==> src/rtl/muldiv_unit_pkg.sv <==
// -----------------------------------------------------------------------------
// muldiv_unit_pkg
//   Shared types and helpers for the iterative RV32M multiply/divide unit.
//   - XLEN        : operand/result width (only 32 is supported)
//   - md_op_t     : funct3 encoding of the eight M-extension ops
//   - md_state_t  : sequencer states
//   - helpers     : operand signedness decode and magnitude extraction
// -----------------------------------------------------------------------------
package muldiv_unit_pkg;

    localparam int XLEN = 32;

    typedef enum logic [2:0] {
        MD_MUL    = 3'b000,
        MD_MULH   = 3'b001,
        MD_MULHSU = 3'b010,
        MD_MULHU  = 3'b011,
        MD_DIV    = 3'b100,
        MD_DIVU   = 3'b101,
        MD_REM    = 3'b110,
        MD_REMU   = 3'b111
    } md_op_t;

    typedef enum logic [1:0] {
        MD_IDLE = 2'd0,
        MD_CALC = 2'd1,
        MD_FIX  = 2'd2,
        MD_DONE = 2'd3
    } md_state_t;

    // MUL keeps both operands unsigned: its low word is sign-agnostic.
    function automatic logic src1_signed(input md_op_t op);
        return op inside {MD_MULH, MD_MULHSU, MD_DIV, MD_REM};
    endfunction

    function automatic logic src2_signed(input md_op_t op);
        return op inside {MD_MULH, MD_DIV, MD_REM};
    endfunction

    // funct3[2] separates the divide family from the multiply family.
    function automatic logic is_div_op(input md_op_t op);
        return op[2];
    endfunction

    // |0x80000000| stays 0x80000000, which is exact when read as unsigned.
    function automatic logic [XLEN-1:0] magnitude(input logic [XLEN-1:0] v,
                                                  input logic            neg);
        return neg ? (~v + 1'b1) : v;
    endfunction

endpackage

==> src/rtl/muldiv_unit_if.sv <==
// -----------------------------------------------------------------------------
// muldiv_unit_if
//   Request/response handshake between the EX stage and the mul/div unit.
//   Request : req_valid, req_ready, req_op (funct3), req_src1, req_src2
//   Response: resp_valid, resp_ready, resp_result
//   master = EX stage side, slave = mul/div unit side.
// -----------------------------------------------------------------------------
interface muldiv_unit_if;
    import muldiv_unit_pkg::*;

    logic            req_valid;
    logic            req_ready;
    md_op_t          req_op;
    logic [XLEN-1:0] req_src1;
    logic [XLEN-1:0] req_src2;

    logic            resp_valid;
    logic            resp_ready;
    logic [XLEN-1:0] resp_result;

    modport master (
        output req_valid, req_op, req_src1, req_src2, resp_ready,
        input  req_ready, resp_valid, resp_result
    );

    modport slave (
        input  req_valid, req_op, req_src1, req_src2, resp_ready,
        output req_ready, resp_valid, resp_result
    );

endinterface

==> src/rtl/muldiv_unit.sv <==
// -----------------------------------------------------------------------------
// muldiv_unit
//   Iterative RV32M multiply/divide unit sitting beside the EX-stage ALU.
//   One 33-bit add (multiply) or subtract (restoring divide) step per cycle
//   over 32 iterations on operand magnitudes, then a sign fix-up.
//
//   Ports
//     clk    in   clock, all state on rising edge
//     rst    in   synchronous active-high reset
//     flush  in   pipeline kill, aborts any op in flight (no response issued)
//     busy   out  high in every state except IDLE (EX stall)
//     bus    slave modport of muldiv_unit_if (request/response handshake)
//
//   Timing: accept at edge k -> resp_valid from edge k+34 (32 CALC edges,
//   one FIX edge, then resp_valid rises on the first edge spent in DONE).
//   A divide by zero goes straight to DONE, so resp_valid rises at k+1.
// -----------------------------------------------------------------------------
module muldiv_unit
    import muldiv_unit_pkg::*;
(
    input  logic            clk,
    input  logic            rst,
    input  logic            flush,
    output logic            busy,
    muldiv_unit_if.slave    bus
);

    md_state_t       state;
    md_op_t          op;
    logic [4:0]      cnt;
    logic            neg_res;
    // acc is the multiply high word / divide partial remainder;
    // lo is the multiply low word (multiplier shifts out) / divide quotient.
    logic [XLEN:0]   acc;
    logic [XLEN-1:0] lo;
    logic [XLEN-1:0] opb;        // |src2|: multiplicand or divisor
    logic            resp_valid;
    logic [XLEN-1:0] resp_result;

    // Request decode used at the accept edge.
    logic            in_neg1;
    logic            in_neg2;
    logic            in_div_zero;

    // Datapath step and fix-up results.
    logic [XLEN:0]     mul_sum;
    logic [XLEN:0]     div_trial;
    logic [2*XLEN-1:0] prod_neg;
    logic [XLEN-1:0]   fix_result;

    assign bus.req_ready   = (state == MD_IDLE) & ~rst & ~flush;
    assign bus.resp_valid  = resp_valid;
    assign bus.resp_result = resp_result;
    assign busy            = (state != MD_IDLE);

    assign in_neg1     = src1_signed(bus.req_op) & bus.req_src1[XLEN-1];
    assign in_neg2     = src2_signed(bus.req_op) & bus.req_src2[XLEN-1];
    assign in_div_zero = is_div_op(bus.req_op) & (bus.req_src2 == '0);

    // Multiply: add the multiplicand into the high word when the current
    // multiplier bit is set; the carry becomes bit 63 after the shift.
    assign mul_sum   = {1'b0, acc[XLEN-1:0]} + {1'b0, (lo[0] ? opb : '0)};
    // Divide: shift in the next dividend bit and trial-subtract the divisor.
    // The remainder is always below the divisor, so bit 32 is the sign.
    assign div_trial = {acc[XLEN-1:0], lo[XLEN-1]} - {1'b0, opb};
    assign prod_neg  = ~{acc[XLEN-1:0], lo} + 1'b1;

    // NOTE: every output of a combinational block gets a default before the
    // case so no path leaves it unassigned and no latch is inferred.
    always_comb begin
        fix_result = lo;
        unique case (op)
            MD_MUL:                      fix_result = neg_res ? prod_neg[XLEN-1:0] : lo;
            MD_MULH, MD_MULHSU, MD_MULHU: fix_result = neg_res ? prod_neg[2*XLEN-1:XLEN]
                                                               : acc[XLEN-1:0];
            MD_DIV, MD_DIVU:             fix_result = neg_res ? (~lo + 1'b1) : lo;
            MD_REM, MD_REMU:             fix_result = neg_res ? (~acc[XLEN-1:0] + 1'b1)
                                                              : acc[XLEN-1:0];
            default:                     fix_result = lo;
        endcase
    end

    // NOTE: sequential state is written with non-blocking assignments only,
    // so every register samples the pre-edge values regardless of order.
    // NOTE: only control state and the visible outputs are reset; the
    // datapath registers (op, acc, lo, opb, neg_res) are always loaded at
    // accept before being read, so they carry no reset.
    always_ff @(posedge clk) begin
        if (rst) begin
            state       <= MD_IDLE;
            resp_valid  <= 1'b0;
            resp_result <= '0;
            cnt         <= '0;
        end else if (flush) begin
            // Kill beats both accept and response completion.
            state      <= MD_IDLE;
            resp_valid <= 1'b0;
            cnt        <= '0;
        end else begin
            unique case (state)
                MD_IDLE: begin
                    // req_ready is implied here: IDLE, not rst, not flush.
                    if (bus.req_valid) begin
                        op      <= bus.req_op;
                        // REM takes the dividend's sign; all else the XOR.
                        neg_res <= (bus.req_op == MD_REM) ? in_neg1 : (in_neg1 ^ in_neg2);
                        acc     <= '0;
                        lo      <= magnitude(bus.req_src1, in_neg1);
                        opb     <= magnitude(bus.req_src2, in_neg2);
                        cnt     <= '0;
                        if (in_div_zero) begin
                            // funct3[1] picks REM*/REMU (dividend) over DIV*/DIVU (all ones).
                            resp_result <= bus.req_op[1] ? bus.req_src1 : '1;
                            state       <= MD_DONE;
                        end else begin
                            state <= MD_CALC;
                        end
                    end
                end

                MD_CALC: begin
                    if (is_div_op(op)) begin
                        if (!div_trial[XLEN]) begin
                            acc <= div_trial;
                            lo  <= {lo[XLEN-2:0], 1'b1};
                        end else begin
                            acc <= {acc[XLEN-1:0], lo[XLEN-1]};
                            lo  <= {lo[XLEN-2:0], 1'b0};
                        end
                    end else begin
                        acc <= {1'b0, mul_sum[XLEN:1]};
                        lo  <= {mul_sum[0], lo[XLEN-1:1]};
                    end
                    cnt <= cnt + 5'd1;
                    if (cnt == 5'd31) begin
                        state <= MD_FIX;
                    end
                end

                MD_FIX: begin
                    resp_result <= fix_result;
                    state       <= MD_DONE;
                end

                MD_DONE: begin
                    // resp_result is already stable when resp_valid rises.
                    if (!resp_valid) begin
                        resp_valid <= 1'b1;
                    end else if (bus.resp_ready) begin
                        resp_valid <= 1'b0;
                        state      <= MD_IDLE;
                    end
                end

                default: state <= MD_IDLE;
            endcase
        end
    end

endmodule
==> src/flat_wrapper.sv <==
// flat-port wrapper written by rule: the top's interface ports become plain ports
module muldiv_unit_flat import muldiv_unit_pkg::*;
  (clk, rst, flush, busy, bus_req_valid, bus_req_op, bus_req_src1, bus_req_src2, bus_resp_ready, bus_req_ready, bus_resp_valid, bus_resp_result);
  muldiv_unit_if bus_i ();
  input  logic clk;
  input  logic rst;
  input  logic flush;
  output logic busy;
  input wire logic [$bits(bus_i.req_valid)-1:0] bus_req_valid;
  input wire logic [$bits(bus_i.req_op)-1:0] bus_req_op;
  input wire logic [$bits(bus_i.req_src1)-1:0] bus_req_src1;
  input wire logic [$bits(bus_i.req_src2)-1:0] bus_req_src2;
  input wire logic [$bits(bus_i.resp_ready)-1:0] bus_resp_ready;
  output wire logic [$bits(bus_i.req_ready)-1:0] bus_req_ready;
  output wire logic [$bits(bus_i.resp_valid)-1:0] bus_resp_valid;
  output wire logic [$bits(bus_i.resp_result)-1:0] bus_resp_result;
  assign bus_i.req_valid = bus_req_valid;
  assign bus_i.req_op = bus_req_op;
  assign bus_i.req_src1 = bus_req_src1;
  assign bus_i.req_src2 = bus_req_src2;
  assign bus_i.resp_ready = bus_resp_ready;
  assign bus_req_ready = bus_i.req_ready;
  assign bus_resp_valid = bus_i.resp_valid;
  assign bus_resp_result = bus_i.resp_result;
  muldiv_unit u_core (.clk(clk), .rst(rst), .flush(flush), .busy(busy), .bus(bus_i));
endmodule
==> config.mk <==
export PLATFORM = sky130hd
export DESIGN_NAME = muldiv_unit_flat
export DESIGN_NICKNAME = d
export VERILOG_FILES = /design/src/rtl/muldiv_unit_pkg.sv /design/src/rtl/muldiv_unit_if.sv /design/src/rtl/muldiv_unit.sv /design/src/flat_wrapper.sv
export SDC_FILE = /design/constraint.sdc
export NUM_CORES = 1
export LEC_CHECK = 0
export ABC_AREA = 1
export CORE_MARGIN = 2
export CORE_UTILIZATION = 35
export CTS_CLUSTER_DIAMETER = 40
export CTS_CLUSTER_SIZE = 20
export DETAILED_ROUTE_END_ITERATION = 8
export SLEW_MARGIN = 20
export SYNTH_ARGS = -nofsm -noshare
export SYNTH_HDL_FRONTEND = slang
export SYNTH_SLANG_ARGS = --single-unit
==> constraint.sdc <==
create_clock -name clk -period 5.31 [get_ports clk]
set_clock_uncertainty 0.05 [all_clocks]
set_input_delay 0.531 -clock clk [delete_from_list [all_inputs] [get_ports clk]]
set_output_delay 0.531 -clock clk [all_outputs]
set_load 0.01 [all_outputs]
==> metrics.cfg, run 1 <==
[synth]
synth_top_flop_cell=edfxtp_1
avgSynthCellArea_um2=5.98
synth_edf_count=100
ys_top_cells_by_count=nand2_1 (749), nor2_1 (322), inv_1 (321)
syn_area_um2=15800
synth_nets=2788
syn_inst=2640
synth_seq_cells=140
synthTopCellsByArea=edfxtp_1 (19%), nand2_1 (18%), a21oi_1 (8.1%)
synthDominantCellAreaShare=0.190
synth_most_common_cell=nand2_1
post-synth-top-area-cell=edfxtp_1
yosysWarnings=0
async_reset_ff_frac=0
synth-seq-area-share=0.241
ys_types=52

[clock_tree]
cts_tree=done
cts_sinks=140
post_cts_buffers=0
ctsHoldBuffers=0
cts_resized=0
cts_max_level=4
insertion_delay_ns=0.47
clock_path_buffers=2
root_buffer=clkbuf_16
clk_pin_slew_ns=0.07
numCtsBuffers=17

[setup_path]
critPathLaunchType=register
cp.arrival_ns=3.63
worstSetupPathType=register to register
critPathMaxFanout=32
worstSetupEndpointType=register
worstPathRequired_ns=5.45

[route]
drc=0
viasPerCell=5.44
drtPass1Iterations=6
vias=18016
dr.first_iter.drc_count=1873
antenna_left=0
avgRoutedWirePerCell_um=19.1
drt-total-wl_um=63300

[timing]
tns_ns=0
max_clock_freq_mhz=286
rsz0062_at_grt=false
worst_slew_pin_slew_ns=1.01
maxSlewViolCount=0
hold_viol=0
max_slew_margin=0.327
period_minus_slack_ns=3.49
period_share=0.658
hold_ws_ns=0.413
setup_viol=0

[placement]
place_area_um2=17400
hpwlAfterDp_um=51100
place_congestion=1.03
io_buffers=106

[floorplanning]
rows=77
die_x_um=216
dieArea_um2=46800
fp.dieH_um=216
coreArea_um2=44400
io_pins=107
start_util=0.355

[flow_run]
cap_violations=0

[global_route]
grt_max_degree=65
grt_usage=0.269
grt_overflow=0
grt_pass1_vias=16817
grt_pass1_wl_um=97100
antenna_found_initial=0

[pwr]
peakVddDrop_uv=249
p_leak_uw=0.00813
power_density_nw_per_um2=196

[outcome]
outcome=finished clean

[cells_and_area]
fin_nets=2855
final_area_um2=18000
insertedDiodeCount=0
syn_to_final_growth_pct=14.1
drive_above_1_share=0.0415

[min_path]
worstHoldPathType=register to register

[final timing paths]
kind	to	slack, ns	cells after the start	startpoint
setup / recovery	u_core.acc[31]$_SDFFCE_PN0P_	1.82	15	u_core.lo[0]$_DFFE_PP_
hold / removal	u_core.bus.resp_result[26]$_SDFFE_PP0P_	0.41	2	u_core.bus.resp_result[26]$_SDFFE_PP0P_
setup reg to reg	u_core.acc[31]$_SDFFCE_PN0P_	1.82	15	u_core.lo[0]$_DFFE_PP_
hold reg to reg	u_core.bus.resp_result[26]$_SDFFE_PP0P_	0.41	2	u_core.bus.resp_result[26]$_SDFFE_PP0P_
[power by group]
part | total [uW] | switching (uW) | internal (uW)
Combinational | 899 | 597 | 302
Clock | 1350 | 525 | 825
Sequential | 1280 | 54.8 | 1230
[per-layer routing]
layer | vias up | track usage | share of wire
met3 | 75 | 0.0480 | 0.083
met1 | 8418 | 0.390 | 0.47
li1 | 8832 | - | -
met2 | 691 | 0.403 | 0.42
met5 | - | 0 | 0
met4 | 0 | 0.0820 | 0.023
[critical path, cell delays in order, from the launching register on]
cell	delay, ns
edfxtp_1	0.47
buf_4	0.29
nand2_1	0.10
inv_1	0.04
ha_1	0.24
fa_1	0.50
nand3_1	0.13
nand2_1	0.14
a21oi_1	0.41
o21ai_1	0.26
nand3_1	0.20
nand2_1	0.10
nand2_1	0.08
nand2_1	0.05
nand2_1	0.06
a21oi_1	0.08
[placed cells by master (no fill, tap or decap), drive strengths merged, types with 19 or more instances in the layout]
| master | count |
|---|---|
| dfxtp | 40 |
| nor2 | 337 |
| nand4 | 36 |
| xor2 | 42 |
| a21oi | 259 |
| nand2 | 769 |
| nand3 | 224 |
| o21ai | 208 |
| edfxtp | 100 |
| ha | 74 |
| xnor2 | 19 |
| clkdlybuf4s50 | 106 |
| nor3 | 34 |
| inv | 326 |
[layout make-up]
class | count | area (um2)
Fill cell | 4799 | 26400
Multi-Input combinational cell | 2094 | 10400
Sequential cell | 140 | 3800
Inverter | 330 | 1240
Timing Repair Buffer | 124 | 1200
Tap cell | 592 | 741
Clock buffer | 18 | 429
Clock inverter | 14 | 199
[state kept, by name (all words and copies together), names as in the netlist]
name and flops:
u_core.lo 32, u_core.opb 32, u_core.acc 32, u_core.cnt 5
u_core.op 3, u_core.bus.resp_valid 1, u_core.state 2, u_core.bus.resp_result 32
u_core.neg_res 1
[stage by stage]
| stage | utilization | instances | power (uW) | setup WS (ns) |
|---|---|---|---|---|
| finish | 0.406 | 3312 | 3530 | 1.82 |
| global placement | 0.392 | 3280 | 2180 | 1.74 |
| CTS | 0.406 | 3312 | 3530 | 1.91 |
| floorplan | - | 2640 | 1860 | 0.961 |
| global route | 0.406 | 3312 | 3690 | 1.66 |
| detailed placement | 0.392 | 3280 | 2180 | 1.73 |
[cell families (layout without fill, tap and decap cells)]
kind of cell / Yosys count / in the layout / share of synthesized area
AOI/OAI and AO/OA: 526 / 526 / 0.179
xor gates and xnor gates: 61 / 61 / 0.0338
adders and majority gates: 76 / 76 / 0.0612
buffers and inverters: 406 / 486 / 0.101
DFF: 140 / 140 / 0.241
and+or+nand+nor: 1431 / 1431 / 0.384
Power figures use the tool's default switching activity.
==> run 2: changes to the inputs <==
==> constraint.sdc (replaced) <==
create_clock -name clk -period 3.5 [get_ports clk]
set_clock_uncertainty 0.05 [all_clocks]
set_input_delay 0.35 -clock clk [delete_from_list [all_inputs] [get_ports clk]]
set_output_delay 0.35 -clock clk [all_outputs]
set_load 0.01 [all_outputs]
==> run 2 against run 1 <==
Maximum frequency up 9.4%. Non-clock buffer count is 24 higher. Combinational power is 55% higher. Hold slack gained 0.0027 ns. Flip-flop and latch count unchanged. Clock power increased by 56%. Routed wire length increased by 1.2%. Critical endpoint is now u_core.acc[29]$_SDFFCE_PN0P_.
==> metrics.cfg, run 2 (synthesis gave the netlist of run 1 again) <==
[outcome]
outcome=finished clean  ; unchanged

[route]
drt-total-wl_um=64100  ; was 63300 um
dr.first_iter.drc_count=1518  ; was 1873
drc=0  ; unchanged
viasPerCell=5.43  ; was 5.44
vias=18127  ; was 18016
antenna_left=0  ; unchanged
drtPass1Iterations=7  ; was 6
avgRoutedWirePerCell_um=19.2  ; was 19.1 um

[setup_path]
worstSetupEndpointType=register  ; unchanged
crit_start=u_core.lo[0]$_DFFE_PP_  ; unchanged
critPathMaxStageDelay_ns=0.67  ; was 0.50 ns
critPathLaunchType=register  ; unchanged
cp.arrival_ns=3.37  ; was 3.63 ns
worstPathRequired_ns=3.68  ; was 5.45 ns
worstSetupPathType=register to register  ; unchanged
crit_chain=buf_12 > nand2_1 > inv_1 > ha_1 > a21oi_1 > o21ai_0 > a21oi_1 > o21ai_0 > nand3_1 > nand3_1 > nand3_1 > nand2_1 > inv_1 > nand2_1 > inv_1  ; was buf_4 > nand2_1 > inv_1 > ha_1 > fa_1 > nand3_1 > nand2_1 > a21oi_1 > o21ai_1 > nand3_1 > nand2_1 > nand2_1 > nand2_1 > nand2_1 > a21oi_1
r2r-end=u_core.acc[29]$_SDFFCE_PN0P_  ; was u_core.acc[31]$_SDFFCE_PN0P_
reg2reg_depth=15  ; unchanged
r2r_setup_slack_ns=0.31  ; was 1.82 ns
cpMaxStageDelayCell=o21ai_0  ; was fa_1
reg2reg_from=u_core.lo[0]$_DFFE_PP_  ; unchanged
critPathMaxFanout=33  ; was 32
critPathCapture=u_core.acc[29]$_SDFFCE_PN0P_  ; was u_core.acc[31]$_SDFFCE_PN0P_

[timing]
max_clock_freq_mhz=313  ; was 286 MHz
max_slew_margin=0.421  ; was 0.327
rsz0062_at_grt=false  ; unchanged
period_minus_slack_ns=3.19  ; was 3.49 ns
hold_viol=0  ; unchanged
tns_ns=0  ; unchanged
worst_slew_pin_slew_ns=0.859  ; was 1.01 ns
period_share=0.912  ; was 0.658
setup_viol=0  ; unchanged
maxSlewViolCount=0  ; unchanged
hold_ws_ns=0.416  ; was 0.413 ns

[flow_run]
cap_violations=0  ; unchanged

[global_route]
antenna_found_initial=1  ; was 0
grt_pass1_wl_um=96800  ; was 97100 um
grt_util_met3=0.0792  ; was 0.0480
grt_pass1_vias=16849  ; was 16817
top_usage_layer=met2  ; unchanged
grt_use_met2=0.404  ; was 0.403
grt_usage=0.270  ; was 0.269
grt_max_degree=88  ; was 65
grt_overflow=0  ; unchanged
use_met1=0.373  ; was 0.390

[floorplanning]
start_util=0.355  ; unchanged
die_x_um=216  ; unchanged
io_pins=107  ; unchanged
fp.dieH_um=216  ; unchanged
dieArea_um2=46800  ; unchanged
rows=77  ; unchanged
coreArea_um2=44400  ; unchanged

[clock_tree]
post_cts_buffers=0  ; unchanged
cts_tree=done  ; unchanged
root_buffer=clkbuf_16  ; unchanged
numCtsBuffers=17  ; unchanged
cts_resized=0  ; unchanged
clock_path_buffers=2  ; unchanged
clk_pin_slew_ns=0.07  ; about the same
ctsHoldBuffers=0  ; unchanged
insertion_delay_ns=0.47  ; about the same
cts_sinks=140  ; unchanged
cts_max_level=4  ; unchanged

[pwr]
p_leak_uw=0.00829  ; was 0.00813 uW
peakVddDrop_uv=382  ; was 249 uV
power_density_nw_per_um2=297  ; was 196 nW/um2

[cells_and_area]
insertedDiodeCount=0  ; unchanged
fillCellCount=4850  ; was 4799
most-common-layout-cells=nand2_1 (749), inv_1 (321), nor2_1 (320)  ; unchanged
layout_commonest_cell=nand2_1  ; unchanged
syn_to_final_growth_pct=15.8  ; was 14.1%
fin_nets=2879  ; was 2855
drive_above_1_share=0.0510  ; was 0.0415

[placement]
io_buffers=106  ; unchanged
hpwlAfterDp_um=52400  ; was 51100 um
place_congestion=1.01  ; was 1.03

[min_path]
worstHoldPathType=register to register  ; unchanged

run 2: metrics by stage:
stage	instances	power, uW	setup WS, ns	util	cell area (um2)
6_report	3336	5430	0.309	0.412	18300
5_1_grt	3336	5670	0.110	0.412	18300
4_1_cts	3336	5450	0.334	0.412	18300
3_5_place_dp	3304	3350	0.363	0.396	17600
3_3_place_gp	3304	3330	0.423	0.396	17600
2_1_floorplan	2640	2830	0.227	-	15800
run 2: how the worst min path moves through the flow:
stage | from | depth (start not counted) | end
finish | u_core.bus.resp_result[13]$_SDFFE_PP0P_ | 2 | u_core.bus.resp_result[13]$_SDFFE_PP0P_
global route | bus_req_op[1] | 1 | u_core.op[1]$_DFFE_PP_
CTS | bus_req_op[1] | 1 | u_core.op[1]$_DFFE_PP_
detailed placement | u_core.bus.resp_result[13]$_SDFFE_PP0P_ | 2 | u_core.bus.resp_result[13]$_SDFFE_PP0P_
global placement | u_core.cnt[4]$_SDFFE_PN0P_ | 2 | u_core.cnt[4]$_SDFFE_PN0P_
floorplan | u_core.cnt[4]$_SDFFE_PN0P_ | 2 | u_core.cnt[4]$_SDFFE_PN0P_
run 2: worst max-delay path, delay by kind of cell (launching register included):
kind / cells / cell delay [ns]
compound gates: 4 / 1.12
flops: 1 / 0.46
buf+inv: 4 / 0.32
fa+ha+maj: 1 / 0.35
simple gates: 6 / 0.66
run 2: power breakdown:
part | internal (uW) | switching, uW
Clock | 1310 | 794
Combinational | 475 | 914
Sequential | 1860 | 81.3
run 2: layout make-up:
cell class / instances / area (um2) / share of cell area
multi-input cells: 2094 / 10400 / 0.570
flip-flops and latches: 140 / 3800 / 0.208
repair buffers: 148 / 1410 / 0.0774
inverters: 330 / 1240 / 0.0678
well taps: 592 / 741 / 0.0405
clock buffers: 27 / 589 / 0.0322
clock inverters: 5 / 81.3 / 0.00445
run 2: per-layer routing:
layer / vias up / share of wire
li1: 8892 / -
met5: - / 0.00020
met2: 716 / 0.42
met1: 8433 / 0.46
met3: 84 / 0.093
met4: 2 / 0.027
==> run 3: changes to the inputs <==
--- a/config.mk
+++ b/config.mk
@@ -7,10 +7,11 @@
 export LEC_CHECK = 0
 export ABC_AREA = 1
 export CORE_MARGIN = 2
-export CORE_UTILIZATION = 35
+export CORE_UTILIZATION = 36
 export CTS_CLUSTER_DIAMETER = 40
 export CTS_CLUSTER_SIZE = 20
 export DETAILED_ROUTE_END_ITERATION = 8
+export SETUP_SLACK_MARGIN = 0.3
 export SLEW_MARGIN = 20
 export SYNTH_ARGS = -nofsm -noshare
 export SYNTH_HDL_FRONTEND = slang
==> run 3 against run 2 <==
Combinational power rose by 4%. Final cell count rose by 0.21%. Highest routed layer is now met4. Routed wire length rose by 6.0%. Flip-flop and latch count did not move. Via count rose by 1.9%. Clock power fell by 8%. Cell area rose by 0.53%. Sequential share of layout area fell by 0.11 points. Die area fell by 2.7%.
==> metrics.cfg, run 3 (synthesis gave the netlist of run 1 again) <==
[floorplanning]
start_util=0.366  ; was 0.355
io_pins=107  ; unchanged
dieArea_um2=45600  ; was 46800 um2
rows=76  ; was 77
coreArea_um2=43200  ; was 44400 um2
die_x_um=213  ; was 216 um
fp.dieH_um=213  ; was 216 um

[cells_and_area]
insertedDiodeCount=0  ; unchanged
layout_commonest_cell=nand2_1  ; unchanged
most-common-layout-cells=nand2_1 (748), inv_1 (321), nor2_1 (319)  ; was nand2_1 (749), inv_1 (321), nor2_1 (320)
fin_nets=2893  ; was 2879
drive_above_1_share=0.0580  ; was 0.0510
syn_to_final_growth_pct=16.4  ; was 15.8%

[setup_path]
critPathLaunchType=register  ; unchanged
crit_start=u_core.lo[31]$_DFFE_PP_  ; was u_core.lo[0]$_DFFE_PP_
worstPathRequired_ns=3.67  ; was 3.68 ns
worstSetupPathType=register to register  ; unchanged
reg2reg_depth=13  ; was 15
cp.arrival_ns=3.34  ; was 3.37 ns
worstSetupEndpointType=register  ; unchanged
r2r_setup_slack_ns=0.34  ; was 0.31 ns
critPathMaxFanout=17  ; was 33
r2r-end=u_core.lo[0]$_DFFE_PP_  ; was u_core.acc[29]$_SDFFCE_PN0P_
reg2reg_from=u_core.lo[31]$_DFFE_PP_  ; was u_core.lo[0]$_DFFE_PP_

[placement]
io_buffers=106  ; unchanged
hpwlAfterDp_um=54500  ; was 52400 um
place_congestion=0.994  ; was 1.01

[timing]
rsz0062_at_grt=true  ; was false
setup_viol=0  ; unchanged
period_minus_slack_ns=3.16  ; was 3.19 ns
max_clock_freq_mhz=316  ; was 313 MHz
max_slew_margin=0.382  ; was 0.421
hold_viol=0  ; unchanged
worst_slew_pin_slew_ns=0.919  ; was 0.859 ns
maxSlewViolCount=0  ; unchanged
tns_ns=0  ; unchanged
period_share=0.904  ; was 0.912

[global_route]
grt_max_degree=88  ; unchanged
grt_pass1_wl_um=101000  ; was 96800 um
antenna_found_initial=0  ; was 1
grt_overflow=0  ; unchanged
grt_usage=0.297  ; was 0.270
grt_pass1_vias=16751  ; was 16849

[flow_run]
cap_violations=0  ; unchanged

[clock_tree]
insertion_delay_ns=0.49  ; was 0.47 ns
clk_pin_slew_ns=0.06  ; was 0.07 ns
cts_sinks=140  ; unchanged
numCtsBuffers=17  ; unchanged
ctsHoldBuffers=0  ; unchanged
cts_tree=done  ; unchanged
clock_path_buffers=2  ; unchanged
root_buffer=clkbuf_16  ; unchanged
cts_max_level=4  ; unchanged

[route]
drc=0  ; unchanged
routed.top_layer=met4  ; was met5
avgRoutedWirePerCell_um=20.3  ; was 19.2 um
drt-total-wl_um=67900  ; was 64100 um
wl_met3_um=6810  ; was 5980 um
viasPerCell=5.53  ; was 5.43
dr_wl_met2_um=27800  ; was 27000 um
drtPass1Iterations=6  ; was 7
antenna_left=0  ; unchanged
vias=18475  ; was 18127
m1WireLength_um=31900  ; was 29300 um
dr.first_iter.drc_count=2158  ; was 1518

[min_path]
worstHoldPathType=register to register  ; unchanged
whs_path_depth=2  ; unchanged
min-delay-start=u_core.bus.resp_result[14]$_SDFFE_PP0P_  ; was u_core.bus.resp_result[13]$_SDFFE_PP0P_
holdPathEnd=u_core.bus.resp_result[14]$_SDFFE_PP0P_  ; was u_core.bus.resp_result[13]$_SDFFE_PP0P_

[pwr]
combPwrFrac=0.271  ; was 0.256
power_density_nw_per_um2=290  ; was 297 nW/um2
finalPower_uw=5320  ; was 5430 uW
switching_share=0.347  ; was 0.329
pwr-share-clk=0.364  ; was 0.386
switchingPower_uw=1850  ; was 1790 uW
internal_power_uw=3470  ; was 3640 uW
power_frac_seq=0.365  ; was 0.358
peakVddDrop_uv=341  ; was 382 uV
p_leak_uw=0.00834  ; was 0.00829 uW

[outcome]
outcome=finished clean  ; unchanged

[run 3: through the flow]
stage / cell area (um2) / hold WS, ns / util / setup WS [ns] / std cells
finish: 18400 / 0.415 / 0.426 / 0.335 / 3343
global route: 18400 / 0.417 / 0.426 / 0.246 / 3343
CTS: 18300 / 0.387 / 0.424 / 0.343 / 3339
detailed placement: 17700 / 0.408 / 0.409 / 0.127 / 3306
global placement: 17700 / 0.407 / 0.409 / 0.153 / 3306
floorplan: 15800 / 0.395 / - / 0.781 / 2640
[run 3: timing repair]
item                                    4_1_cts  5_1_grt
cloned                                        0        2
setup buffers                                 1        2
endpoints found under the setup margin       33       17
resized for setup                             4       11
pin swaps                                     0        2
[run 3: how the worst max path moves through the flow]
stage                                   endpoint  slack [ns]
floorplan               u_core.neg_res$_DFFE_PP_        0.78
global placement          u_core.lo[0]$_DFFE_PP_        0.15
detailed placement        u_core.lo[0]$_DFFE_PP_        0.13
CTS                 u_core.acc[31]$_SDFFCE_PN0P_        0.34
global route        u_core.acc[31]$_SDFFCE_PN0P_        0.25
finish                    u_core.lo[0]$_DFFE_PP_        0.34
[run 3: layer usage]
layer,global-route usage,vias to the layer above
li1,-,8918
met1,0.446,8625
met2,0.423,857
met3,0.0640,75
met4,0.0788,0
met5,0,-
[run 3: worst max-delay path, stage by stage, from the launching register on]
cell and delay [ns]:
edfxtp_1 0.46, inv_1 0.12, ha_1 0.29, fa_1 0.44
o21ai_2 0.23, nand2_2 0.07, nand2_2 0.10, nand2_1 0.08
nand2_2 0.15, nand2_4 0.08, nand3_2 0.24, nand2_8 0.21
nor2_4 0.23, o22ai_1 0.12
[run 3: final cells by class]
class | count | area (um2)
Sequential cell | 140 | 3800
Timing Repair Buffer | 160 | 1500
Inverter | 330 | 1240
Clock buffer | 24 | 526
Multi-Input combinational cell | 2096 | 10500
Tap cell | 585 | 732
Clock inverter | 8 | 75.1
Fill cell | 4756 | 24800
[run 3: power by group through the flow]
stage	registers, uW	clock network [uW]	logic (uW)
detailed placement	1980	0	1390
CTS	1940	1980	1400
finish	1940	1940	1440
global route	1950	2030	1590
floorplan	1940	0	883
global placement	1980	0	1380
==> RTL change: new RTL, flow settings as in run 1 <==
The 4 states of `md_state_t` get a one-hot encoding in 4 bits.
--- a/src/rtl/muldiv_unit_pkg.sv
+++ b/src/rtl/muldiv_unit_pkg.sv
@@ -22,9 +22,9 @@
     } md_op_t;
 
-    typedef enum logic [1:0] {
-        MD_IDLE = 2'd0,
-        MD_CALC = 2'd1,
-        MD_FIX  = 2'd2,
-        MD_DONE = 2'd3
+    typedef enum logic [3:0] {
+        MD_IDLE = 4'b0001,
+        MD_CALC = 4'b0010,
+        MD_FIX  = 4'b0100,
+        MD_DONE = 4'b1000
     } md_state_t;
 
Formal check against the unedited RTL: no difference found for any inputs over 4 cycles, from zero or initial values and one cycle with rst high; so few cycles prove little.
==> RTL change against run 1 <==
- sequential share of layout area rose by 0.31 points
- first-iteration DRC count rose by 11%
- die area did not move
- routed wire length rose by 5.0%
- hold slack improved by 0.00085 ns
- fmax fell by 0.90%
- power fell by 1.0%
- sequential cell count rose by 2
- setup slack got worse by 0.032 ns
- final area fell by 0.40%
- synthesized area did not move
- count of clock-buffer cells in the layout did not move
- critical path type unchanged
==> RTL change: results (changes against run 1) <==
Synth top cells by count=747 x nand2_1, 328 x nor2_1, 313 x inv_1; GR met3 Demand/Resource=0.0525 (+0.00449); worst vdd ir=0.000244 V (-2.1%); Clock transition at path regs=0.07 ns (about the same); drt first pass iters=6 (unchanged); Post-Synthesis Cells=2619 (-0.80%); M1 GR Usage=0.424 (+0.0335); DP HPWL=53600 um (+4.9%); M2 GR Usage=0.417 (+0.0142); initial antenna violation count=1 (+1); RR Startpoint=u_core.lo[31]; P_leak=8.02 nW (-1.3%); Worst Min Path Start=u_core.bus.resp_result[10]; routed vias=18000 (-0.056%); Hold EP=u_core.bus.resp_result[10]; WL final=66500 um (+5.0%); WHS Path Cells=2 (unchanged); dominant cells by area after synthesis=edfxtp_1 19%, nand2_1 18%, nor2_1 7.8%, inv_1 7.4%, nand3_1 7.3%; Crit Reg-Reg Endpoint=u_core.acc[18]; Slowest cell on crit path=nand2_2; gr usage total=0.285 (+0.0163); n_diodes=0 (unchanged); final worst path period need=3.52 ns (+0.0317 ns); largest net degree at the start of global routing=81 (+25%); number of global-route vias before repair=16800 (-0.26%); Final Non-Filler Cells=3292 (-0.60%); r2r setup slk=1.79 ns (-0.03 ns); share of layout cells above drive strength 1=0.0511 (+0.00957); Crit Path Max Fanout=23 (-28%); Post-DP Area=17400 um^2 (about the same); Least-Margin Pin Slew=0.985 ns (-0.0241 ns); outcome=completed; initial drt markers=2074 (+11%); Clk Latency, worst-skew pair=0.50 ns (+0.03 ns); Layout fillers=4783 (-0.33%)
[RTL change: cells by family (layout without fill, tap and decap cells)]
kind of cell    count (synthesis)  in the layout  synth area share
mux                             1              1          0.000634
compound gates                494            494             0.168
xor+xnor                       75             75            0.0416
fa+ha+maj                      72             72            0.0580
flops                         142            142             0.243
buf+inv                       401            482             0.100
simple gates                 1434           1434             0.388
[RTL change: area by class of cell]
class | instances | area [um^2] | area share
multi-input combinational | 2076 | 10400 | 0.579
sequential | 142 | 3840 | 0.214
inverter | 328 | 1230 | 0.0686
timing repair buffer | 122 | 1180 | 0.0658
tap | 592 | 741 | 0.0413
clock buffer | 18 | 450 | 0.0251
clock inverter | 14 | 113 | 0.00627
[RTL change: report_power, final]
part / switching (mW) / internal [mW]
logic: 0.636 / 0.320
clock network: 0.553 / 0.667
registers: 0.0685 / 1.25
total: 1.26 / 2.24
[RTL change: layer usage]
metal | wire (um) | share of wire | up-vias
li1 | - | - | 8734
met1 | 31600 | 0.48 | 8425
met2 | 27700 | 0.42 | 767
met3 | 5700 | 0.086 | 80
met4 | 1490 | 0.022 | 0
met5 | 0 | 0 | -
[RTL change: worst max-delay path by stage]
stage / from / to
floorplan: flush / u_core.acc[0]
global placement: bus_req_src2[23] / u_core.bus.resp_result[3]
detailed placement: bus_req_src2[23] / u_core.bus.resp_result[3]
CTS: u_core.lo[31] / u_core.acc[18]
global route: u_core.lo[31] / u_core.acc[8]
finish: u_core.lo[31] / u_core.acc[18]
[RTL change: worst max-delay path: cells and delay by family, from the launching register on]
| kind | cells | cell delay (ns) |
|---|---|---|
| fa+ha+maj | 2 | 0.66 |
| compound gates | 2 | 0.25 |
| buf+inv | 3 | 0.59 |
| simple gates | 11 | 1.31 |
| flops | 1 | 0.37 |
